===== src/rtl/div_pkg.sv =====
// Shared types and constants for the sequential restoring divider.
package div_pkg;

    typedef enum logic [1:0] {
        IDLE = 2'd0,
        CALC = 2'd1,
        DONE = 2'd2
    } div_state_e;

    localparam logic [63:0] DIV0_QUOTIENT = '1;

endpackage


===== src/rtl/param_cosa_sub.sv =====
// Exact carry-skip subtractor: diff = a - b, no_borrow = carry-out of a + ~b + 1.
module param_cosa_sub #(
    parameter int N   = 9,
    parameter int BLK = 4
) (
    input  logic [N-1:0] a,
    input  logic [N-1:0] b,
    output logic [N-1:0] diff,
    output logic         no_borrow
);

    localparam int NB = (N + BLK - 1) / BLK;

    logic [N-1:0] b_n;
    logic [N-1:0] p;

    assign b_n = ~b;
    assign p   = a ^ b_n;

    for (genvar k = 0; k < NB; k++) begin : g_blk
        localparam int LO = k * BLK;
        localparam int HI = ((k + 1) * BLK < N) ? (k + 1) * BLK - 1 : N - 1;
        localparam int BW = HI - LO + 1;

        logic ci;
        logic co;

        if (k == 0) begin : g_cin0
            assign ci = 1'b1;
        end else begin : g_cink
            assign ci = g_blk[k-1].co;
        end

        for (genvar j = 0; j < BW; j++) begin : g_bit
            logic c_in;
            logic c_out;

            if (j == 0) begin : g_first
                assign c_in = ci;
            end else begin : g_rest
                assign c_in = g_bit[j-1].c_out;
            end

            param_full_adder #(
                .APPROX (1'b0)
            ) u_fa (
                .a    (a[LO+j]),
                .b    (b_n[LO+j]),
                .cin  (c_in),
                .s    (diff[LO+j]),
                .cout (c_out)
            );
        end

        // A fully propagating block passes its carry-in straight through.
        assign co = (&p[HI:LO]) ? ci : g_bit[BW-1].c_out;
    end

    assign no_borrow = g_blk[NB-1].co;

endmodule


===== src/rtl/param_full_adder.sv =====
// One-bit full adder; APPROX=1 selects the carry-free approximate cell.
module param_full_adder #(
    parameter bit APPROX = 1'b0
) (
    input  logic a,
    input  logic b,
    input  logic cin,
    output logic s,
    output logic cout
);

    if (APPROX) begin : g_approx
        assign s    = a | b | cin;
        assign cout = a & b;
    end else begin : g_exact
        assign s    = a ^ b ^ cin;
        assign cout = (a & b) | (cin & (a ^ b));
    end

endmodule


===== src/rtl/param_seq_divider.sv =====
// Iterative unsigned restoring divider, one quotient bit per clock,
// with valid/ready handshakes on operands and result.
module param_seq_divider
    import div_pkg::*;
#(
    parameter int WIDTH = 8
) (
    input  logic             clk,
    input  logic             rst_n,
    input  logic             start_valid,
    output logic             start_ready,
    input  logic [WIDTH-1:0] dividend,
    input  logic [WIDTH-1:0] divisor,
    output logic             out_valid,
    input  logic             out_ready,
    output logic [WIDTH-1:0] quotient,
    output logic [WIDTH-1:0] remainder,
    output logic             div_by_zero,
    output logic             busy
);

    localparam int CNT_W = $clog2(WIDTH + 1);

    div_state_e state_q, state_d;

    logic [WIDTH-1:0] r_q, r_d;
    logic [WIDTH-1:0] q_q, q_d;
    logic [WIDTH-1:0] dvsr_q, dvsr_d;
    logic [CNT_W-1:0] cnt_q, cnt_d;
    logic [WIDTH-1:0] quo_q, quo_d;
    logic [WIDTH-1:0] rem_q, rem_d;
    logic             dbz_q, dbz_d;
    logic             start_ready_q, start_ready_d;
    logic             out_valid_q, out_valid_d;

    logic [WIDTH:0]   r_sh;
    logic [WIDTH:0]   trial;
    logic             no_borrow;
    logic             take;

    assign r_sh = {r_q, q_q[WIDTH-1]};

    param_cosa_sub #(
        .N (WIDTH + 1)
    ) u_sub (
        .a         (r_sh),
        .b         ({1'b0, dvsr_q}),
        .diff      (trial),
        .no_borrow (no_borrow)
    );

    // R < divisor keeps r_sh < 2*divisor, so a kept trial always fits WIDTH bits.
    assign take = no_borrow & ~trial[WIDTH];

    always_comb begin
        state_d = state_q;
        r_d     = r_q;
        q_d     = q_q;
        dvsr_d  = dvsr_q;
        cnt_d   = cnt_q;
        quo_d   = quo_q;
        rem_d   = rem_q;
        dbz_d   = dbz_q;

        unique case (state_q)
            IDLE: begin
                if (start_valid) begin
                    dvsr_d  = divisor;
                    q_d     = dividend;
                    r_d     = '0;
                    cnt_d   = (divisor == '0) ? CNT_W'(1) : CNT_W'(WIDTH);
                    state_d = CALC;
                end
            end
            CALC: begin
                r_d   = take ? trial[WIDTH-1:0] : r_sh[WIDTH-1:0];
                q_d   = {q_q[WIDTH-2:0], take};
                cnt_d = cnt_q - CNT_W'(1);
                if (cnt_q == CNT_W'(1)) begin
                    state_d = DONE;
                    // Zero divisor spends a single cycle; Q still holds the dividend.
                    if (dvsr_q == '0) begin
                        quo_d = DIV0_QUOTIENT[WIDTH-1:0];
                        rem_d = q_q;
                        dbz_d = 1'b1;
                    end else begin
                        quo_d = q_d;
                        rem_d = r_d;
                        dbz_d = 1'b0;
                    end
                end
            end
            DONE: begin
                if (out_ready) begin
                    state_d = IDLE;
                    dbz_d   = 1'b0;
                end
            end
            default: state_d = IDLE;
        endcase

        start_ready_d = (state_d == IDLE);
        out_valid_d   = (state_d == DONE);
    end

    always_ff @(posedge clk or negedge rst_n) begin
        if (!rst_n) begin
            state_q       <= IDLE;
            r_q           <= '0;
            q_q           <= '0;
            dvsr_q        <= '0;
            cnt_q         <= '0;
            quo_q         <= '0;
            rem_q         <= '0;
            dbz_q         <= 1'b0;
            start_ready_q <= 1'b1;
            out_valid_q   <= 1'b0;
        end else begin
            state_q       <= state_d;
            r_q           <= r_d;
            q_q           <= q_d;
            dvsr_q        <= dvsr_d;
            cnt_q         <= cnt_d;
            quo_q         <= quo_d;
            rem_q         <= rem_d;
            dbz_q         <= dbz_d;
            start_ready_q <= start_ready_d;
            out_valid_q   <= out_valid_d;
        end
    end

    assign start_ready = start_ready_q;
    assign out_valid   = out_valid_q;
    assign quotient    = quo_q;
    assign remainder   = rem_q;
    assign div_by_zero = dbz_q;
    assign busy        = (state_q != IDLE);

endmodule


===== config.mk =====
export PLATFORM = sky130hd
export DESIGN_NAME = param_seq_divider
export DESIGN_NICKNAME = d
export VERILOG_FILES = /design/src/rtl/div_pkg.sv /design/src/rtl/param_cosa_sub.sv /design/src/rtl/param_full_adder.sv /design/src/rtl/param_seq_divider.sv
export SDC_FILE = /design/constraint.sdc
export NUM_CORES = 1
export LEC_CHECK = 0
export BUFFER_PORTS_ARGS = -buffer_cell sky130_fd_sc_hd__buf_2
export CAP_MARGIN = 20
export CELL_PAD_IN_SITES_DETAIL_PLACEMENT = 0
export CELL_PAD_IN_SITES_GLOBAL_PLACEMENT = 2
export CORE_UTILIZATION = 40
export CTS_BUF_LIST = sky130_fd_sc_hd__clkbuf_8
export DETAILED_ROUTE_END_ITERATION = 16
export PLACE_DENSITY_LB_ADDON = 0.1
export SYNTH_ARGS = -nofsm -noshare
export SYNTH_HDL_FRONTEND = slang
export SYNTH_SLANG_ARGS = --single-unit

===== constraint.sdc =====
create_clock -name clk -period 12.12 [get_ports clk]
set_input_delay 1.818 -clock clk [delete_from_list [all_inputs] [get_ports clk]]
set_output_delay 1.818 -clock clk [all_outputs]
set_load 0.005 [all_outputs]

# ---- Yosys cells after proc, flatten, opt, wreduce, memory -nomap -nowiden
# Index checks and enable logic that the tools add are counted.
dict set report totals {
  reg_bits 49
  elab_cells 100
  output_inout_bits 20
  input_bits 20
}
dict set report op_classes {
  bitwise 48
  add_sub_neg 1
  eq_ne 7
  muxes 21
  n_reduce_logical 13
}
# operator count
set ops {}
lappend ops {{8-bit 2-to-1 mux} 5}
lappend ops {{8-bit case mux with 2 select lines} 2}
lappend ops {{1-bit AND} 18}
lappend ops {{1-bit bitwise XOR} 17}
lappend ops {{8-bit logical NOT} 2}
lappend ops {{8-bit NOT with 9-bit output} 1}
lappend ops {{1-bit bitwise OR} 9}
lappend ops {{9-bit bitwise XOR} 1}
lappend ops {{4-bit 2-to-1 mux} 2}
lappend ops {{4-bit case mux with 2 select lines} 1}
lappend ops {{4-bit AND reduction} 2}
lappend ops {{1-bit 2-to-1 mux} 6}
lappend ops {{2-bit 2-to-1 mux} 3}
lappend ops {{2-bit inequality test, second input constant} 3}
lappend ops {{2-bit case mux with 3 select lines} 1}
lappend ops {{2-bit AND reduction} 3}
lappend ops {{2-bit nonzero test} 3}
lappend ops {{2-bit == test, second input constant} 2}
lappend ops {{4-bit by 1-bit == test with 1-bit output, second input constant} 1}
lappend ops {{2-bit logical NOT} 2}
lappend ops {{4-bit by 1-bit subtractor with 4-bit output, second input constant} 1}
lappend ops {{3-bit AND reduction} 1}
lappend ops {{2-bit by 1-bit == test with 1-bit output, second input constant} 1}
lappend ops {{1-bit NOT} 2}
lappend ops {{1-bit case mux with 2 select lines} 1}

# ---- Longest topological paths before layout
dict set report logic_depth {
  depth_word 25
  mapped_depth 15
  ltp_nobuf 15
}

# ---- By module
# A second synthesis with hierarchy kept.
dict set report unflattened {
  cells_unflattened 227
  area_unflattened_um2 2597.5
}
# mod n_inst cells_each area_per_inst_um2
set by_module_without_submodules {}
lappend by_module_without_submodules {param_seq_divider 1 195 2248.4}
lappend by_module_without_submodules {param_full_adder 9 1 20.0}
lappend by_module_without_submodules {param_cosa_sub 1 23 168.9}

# ---- Worst setup path before layout
# Ideal clock, no wire load.
dict set report synth_path {
  kind {register to register}
  startpoint {register q_q[7]}
  endpoint {register r_q[0]}
  path_slack_ps 7415
  required_ps 12046
  synth_period_minus_slack_ps 4705
  path_stages_with_launch 16
  arrival_ps 4630
  cell_sequence {dfrtp_1 inv_1 ha_1 inv_1 fa_1 fa_1 fa_1 a41o_1 fa_1 fa_1 fa_1 fa_1 mux2i_4 xnor2_4 mux2_4 o21ai_2}
}
dict set report synth_between {
  elab_chain_cells 24
}
# element line_no
set synth_lines {}
lappend synth_lines {{from (decl)} param_seq_divider.sv:27} ;# logic [WIDTH-1:0] q_q, q_d;
lappend synth_lines {{from (signal assigned)} param_seq_divider.sv:121} ;# q_q <= q_d;
lappend synth_lines {{1-bit AND or 1-bit bitwise XOR (tied branches)} {param_full_adder.sv:17, param_full_adder.sv:16}}
lappend synth_lines {{1-bit bitwise OR} param_full_adder.sv:17} ;# assign cout = (a & b) | (cin & (a ^ b));
lappend synth_lines {{1-bit AND} param_full_adder.sv:17}
lappend synth_lines {{1-bit bitwise OR} param_full_adder.sv:17}
lappend synth_lines {{1-bit AND} param_full_adder.sv:17}
lappend synth_lines {{1-bit bitwise OR} param_full_adder.sv:17}
lappend synth_lines {{1-bit AND} param_full_adder.sv:17}
lappend synth_lines {{1-bit bitwise OR} param_full_adder.sv:17}
lappend synth_lines {{[... 8 more ...]} --}
lappend synth_lines {{1-bit bitwise OR} param_full_adder.sv:17}
lappend synth_lines {{1-bit 2-to-1 mux} param_cosa_sub.sv:56} ;# assign co = (&p[HI:LO]) ? ci : g_bit[BW-1].c_out;
lappend synth_lines {{1-bit AND} param_full_adder.sv:17}
lappend synth_lines {{1-bit bitwise OR} param_full_adder.sv:17}
lappend synth_lines {{1-bit 2-to-1 mux} param_cosa_sub.sv:56}
lappend synth_lines {{1-bit AND} param_seq_divider.sv:53} ;# assign take = no_borrow & ~trial[WIDTH];
lappend synth_lines {{8-bit 2-to-1 mux *} param_seq_divider.sv:76} ;# r_d = take ? trial[WIDTH-1:0] : r_sh[WIDTH-1:0];
lappend synth_lines {{8-bit case mux with 2 select lines *} param_seq_divider.sv:65} ;# unique case (state_q)
lappend synth_lines {{to (signal assigned)} param_seq_divider.sv:120} ;# r_q <= r_d;
lappend synth_lines {{to (decl)} param_seq_divider.sv:26} ;# logic [WIDTH-1:0] r_q, r_d;
# Every way passes the cells marked *; elsewhere a longest branch is shown, timed or not.
# A chain may end at the register's enable or synchronous reset.

# ---- Final worst setup path
dict set report layout_path {
  startpoint {register q_q[7]}
  endpoint {register r_q[2]}
}
dict set report layout_between {
  elab_chain_cells 24
}
# element line_no
set layout_lines {}
lappend layout_lines {{1-bit AND or 1-bit bitwise XOR (tied branches)} param_full_adder.sv:17}
lappend layout_lines {{1-bit bitwise OR} param_full_adder.sv:17}
lappend layout_lines {{1-bit AND} param_full_adder.sv:17}
lappend layout_lines {{1-bit bitwise OR} param_full_adder.sv:17}
lappend layout_lines {{1-bit AND} param_full_adder.sv:17}
lappend layout_lines {{1-bit bitwise OR} param_full_adder.sv:17}
lappend layout_lines {{1-bit AND} param_full_adder.sv:17}
lappend layout_lines {{1-bit bitwise OR} param_full_adder.sv:17}
lappend layout_lines {{[... 8 more ...]} --}
lappend layout_lines {{1-bit bitwise OR} param_full_adder.sv:17}
lappend layout_lines {{1-bit 2-to-1 mux} param_cosa_sub.sv:56}
lappend layout_lines {{1-bit AND} param_full_adder.sv:17}
lappend layout_lines {{1-bit bitwise OR} param_full_adder.sv:17}
lappend layout_lines {{1-bit 2-to-1 mux} param_cosa_sub.sv:56}
lappend layout_lines {{1-bit AND} param_seq_divider.sv:53}
lappend layout_lines {{8-bit 2-to-1 mux *} param_seq_divider.sv:76}
lappend layout_lines {{8-bit case mux with 2 select lines *} param_seq_divider.sv:65}
# Marked as above.

==> metrics.md <==
| Metric | Value |
|---|---|
| Status | `finished clean` |
| Critical path fanouts, max | `10` |
| Startpoint types | `flip-flop` |
| DRT iter0 DRCs | `115` |
| Number of synthesized flops with an enable pin | `0` |
| Critical path class | `reg2reg` |
| GR Layer Usage met2 | `0.315` |
| Most frequent cells in the layout | `dfrtp_1, buf_2, nand2_1` |
| # setup viols final | `0` |
| Die height | `80.1 um` |
| Final slew viol count | `0` |
| GR Util All Layers | `0.191` |
| Core box area | `5890 um2` |
| Global placement routability congestion | `0.748` |
| Relative slew margins | `0.498` |
| Post-CTS setup buffer count | `0` |
| PwrDens | `313 nW/um2` |
| P_sw | `0.364 mW` |
| DP Wirelength | `3.74 mm` |
| Post-Syn Area per Cell | `10.8 um2` |
| Congestion Overflow GR | `0` |
| Area added between synthesis and finish | `15.0%` |
| GR met1 Demand/Resource | `0.257` |
| Chip width | `80.1 um` |
| Area of the mapped netlist | `2440 um2` |
| CTS Buf Count | `5` |
| Worst-path clk slew | `0.09 ns` |
| Max Buffers Root-to-Sink | `2` |
| Area contributors post-synth | `dfrtp_1, fa_1, ha_1` |
| Post-DP Area | `2700 um2` |
| Top FF cell, synth | `dfrtp_1` |
| Via count | `1804` |
| Drt wl/cell | `16.0 um` |
| Final instance area | `2800 um2` |
| Initial Util | `0.414` |
| I/O pins | `40` |
| Hold-fix buffers, CTS | `0` |
| Drt pass-1 iters | `4` |
| VDD IR-drop max | `0.105 mV` |
| Post-route setup TNS | `0 ns` |
| Tcrit/Tclk final | `0.410` |
| Mapped Cells | `225` |
| Seq cells post-synth | `49` |
| Hold depth | `1` |
| Max Clk Rate | `201 MHz` |
| Synth async-reset ratio | `1.00` |
| Seq/Total Area, Yosys | `0.504` |
| Root buf cell | `clkbuf_8` |
| Via/cell ratio | `5.34` |
| Largest net degree at the start of global routing | `50` |
| Cell Rows | `28` |
| Int Pwr | `0.514 mW` |
| Hold Path Class | `reg2reg` |
| Synth unique cells | `41` |
| Number of global-route vias before repair | `1780` |
| Share of layout cells above drive strength 1 | `0.243` |
| Sinks on Clock Net | `49` |
| TritonCTS clock tree | `yes` |
| Initial antenna violation count | `0` |
| Yosys warns | `0` |
| Mapped Nets | `262` |
| Skew final | `0.0110 ns` |
| Clk Latency, worst-skew pair | `0.30 ns` |
| Clock power frac | `0.132` |
| Worst r2r path cells | `15` |
| Grt met3 use | `0.0364` |
| WL final | `5.41 mm` |
| Fin crit period | `4.96 ns` |
| Maxcap violations | `0` |
| Yosys top cell area share | `0.493` |
| CP Capture Type | `flip-flop` |
| Commonest non-fill, non-tap cell in the layout | `dfrtp_1` |
| RSZ-0062 raised after global routing | `no` |
| Leak pwr | `1.31 nW` |
| PortBufs | `39` |
| H-tree levels | `2` |
| Sw Ratio | `0.415` |
| Final nets | `299` |
| Global route hottest layer | `met2` |
| ANT cells | `0` |
| Antenna-violating nets left | `0` |
| WP data arrival | `5.14 ns` |
| Cell taking the most area after synthesis | `dfrtp_1` |
| DR DRC count | `0` |
| Post-CTS sizing | `0` |
| Final hold viol count | `0` |
| Die area | `6410 um2` |
| First-pass GRT wire length | `9.15 mm` |
| Gate power share | `0.516` |
| Reg power frac | `0.352` |
| Worst slew pin tran | `0.750 ns` |
| Fill cells | `589` |
| WP data required | `12.30 ns` |
## power groups by stage
stage / Clock (mW) / Sequential (mW) / Combinational, mW
5_1_grt: 0.125 / 0.321 / 0.523
3_3_place_gp: 0 / 0.313 / 0.455
2_1_floorplan: 0 / 0.298 / 0.347
6_report: 0.116 / 0.309 / 0.453
3_5_place_dp: 0 / 0.312 / 0.462
4_1_cts: 0.119 / 0.309 / 0.464
## cell type report
cell class / instances / area [um2] / share of cell area
Sequential cell: 49 / 1230 / 0.438
Clock buffer: 5 / 68.8 / 0.0246
Timing Repair Buffer: 42 / 218 / 0.0777
Multi-Input combinational cell: 153 / 1110 / 0.398
Inverter: 11 / 41.3 / 0.0147
Tap cell: 75 / 93.8 / 0.0335
Clock inverter: 3 / 38.8 / 0.0138
## state kept, by name, summed over array words and instances, names as in the netlist
| name | cells |
|---|---|
| cnt_q | 4 |
| div_by_zero | 1 |
| dvsr_q | 8 |
| out_valid | 1 |
| q_q | 8 |
| quotient | 8 |
| r_q | 8 |
| remainder | 8 |
| start_ready | 1 |
| state_q | 2 |
## Yosys cell counts (2+ instances only)
cell type,number
clkbuf_1,6
and2_1,2
fa_1,7
o21ai_0,25
ha_1,10
dfrtp_1,48
mux2i_1,8
a31oi_1,6
o21ai_2,2
buf_2,3
a22oi_1,8
a21oi_1,2
inv_1,11
nor2_1,12
nor4_1,5
o22a_1,7
nand2_1,31
nand3_1,9
## worst max-delay path, stage by stage (launching register included)
cell	delay, ns
dfrtp_1	0.38
inv_1	0.09
ha_1	0.14
inv_1	0.05
fa_1	0.41
fa_1	0.44
fa_1	0.40
a41o_1	0.27
fa_1	0.43
fa_1	0.42
fa_1	0.43
fa_1	0.45
mux2i_4	0.21
xnor2_4	0.25
mux2i_1	0.35
o21ai_0	0.11
## final timing paths
check                                        startpoint                  endpoint  slack [ns]
worst max register to register       q_q[7]$_DFFE_PN0P_        r_q[2]$_DFFE_PN0P_        7.16
worst max-delay path                 q_q[7]$_DFFE_PN0P_        r_q[2]$_DFFE_PN0P_        7.16
worst min-delay path            quotient[5]$_DFFE_PN0P_   quotient[5]$_DFFE_PN0P_        0.51
worst min register to register  quotient[5]$_DFFE_PN0P_   quotient[5]$_DFFE_PN0P_        0.51
max in group asynchronous                         rst_n  remainder[7]$_DFFE_PN0P_       10.07
min in group asynchronous                         rst_n   quotient[5]$_DFFE_PN0P_        1.60
## stage by stage
stage	total power, mW	hold WS, ns	util	setup slack [ns]	cells
global placement	0.769	0.485	0.458	7.23	330
global route	0.968	0.534	0.476	6.91	338
finish	0.878	0.507	0.476	7.16	338
floorplan	0.646	0.473	-	7.42	225
detailed placement	0.775	0.492	0.458	7.13	330
CTS	0.892	0.514	0.476	7.12	338
## cell families after synthesis
family / count (synthesis) / share of synthesized area
AOI/OAI and AO/OA: 55 / 0.147
DFF: 49 / 0.504
adders and majority gates: 17 / 0.109
and+or+nand+nor: 69 / 0.138
xor gates and xnor gates: 2 / 0.0149
muxes: 10 / 0.0483
buffers and inverters: 23 / 0.0390
## metal layers
layer / vias to the layer above / wire [um]
met1: 897 / 2560
met3: 6 / 240
met4: 0 / 51
met5: - / 0
li1: 850 / -
met2: 51 / 2550
No activity file was read; power rests on OpenSTA's default activity.
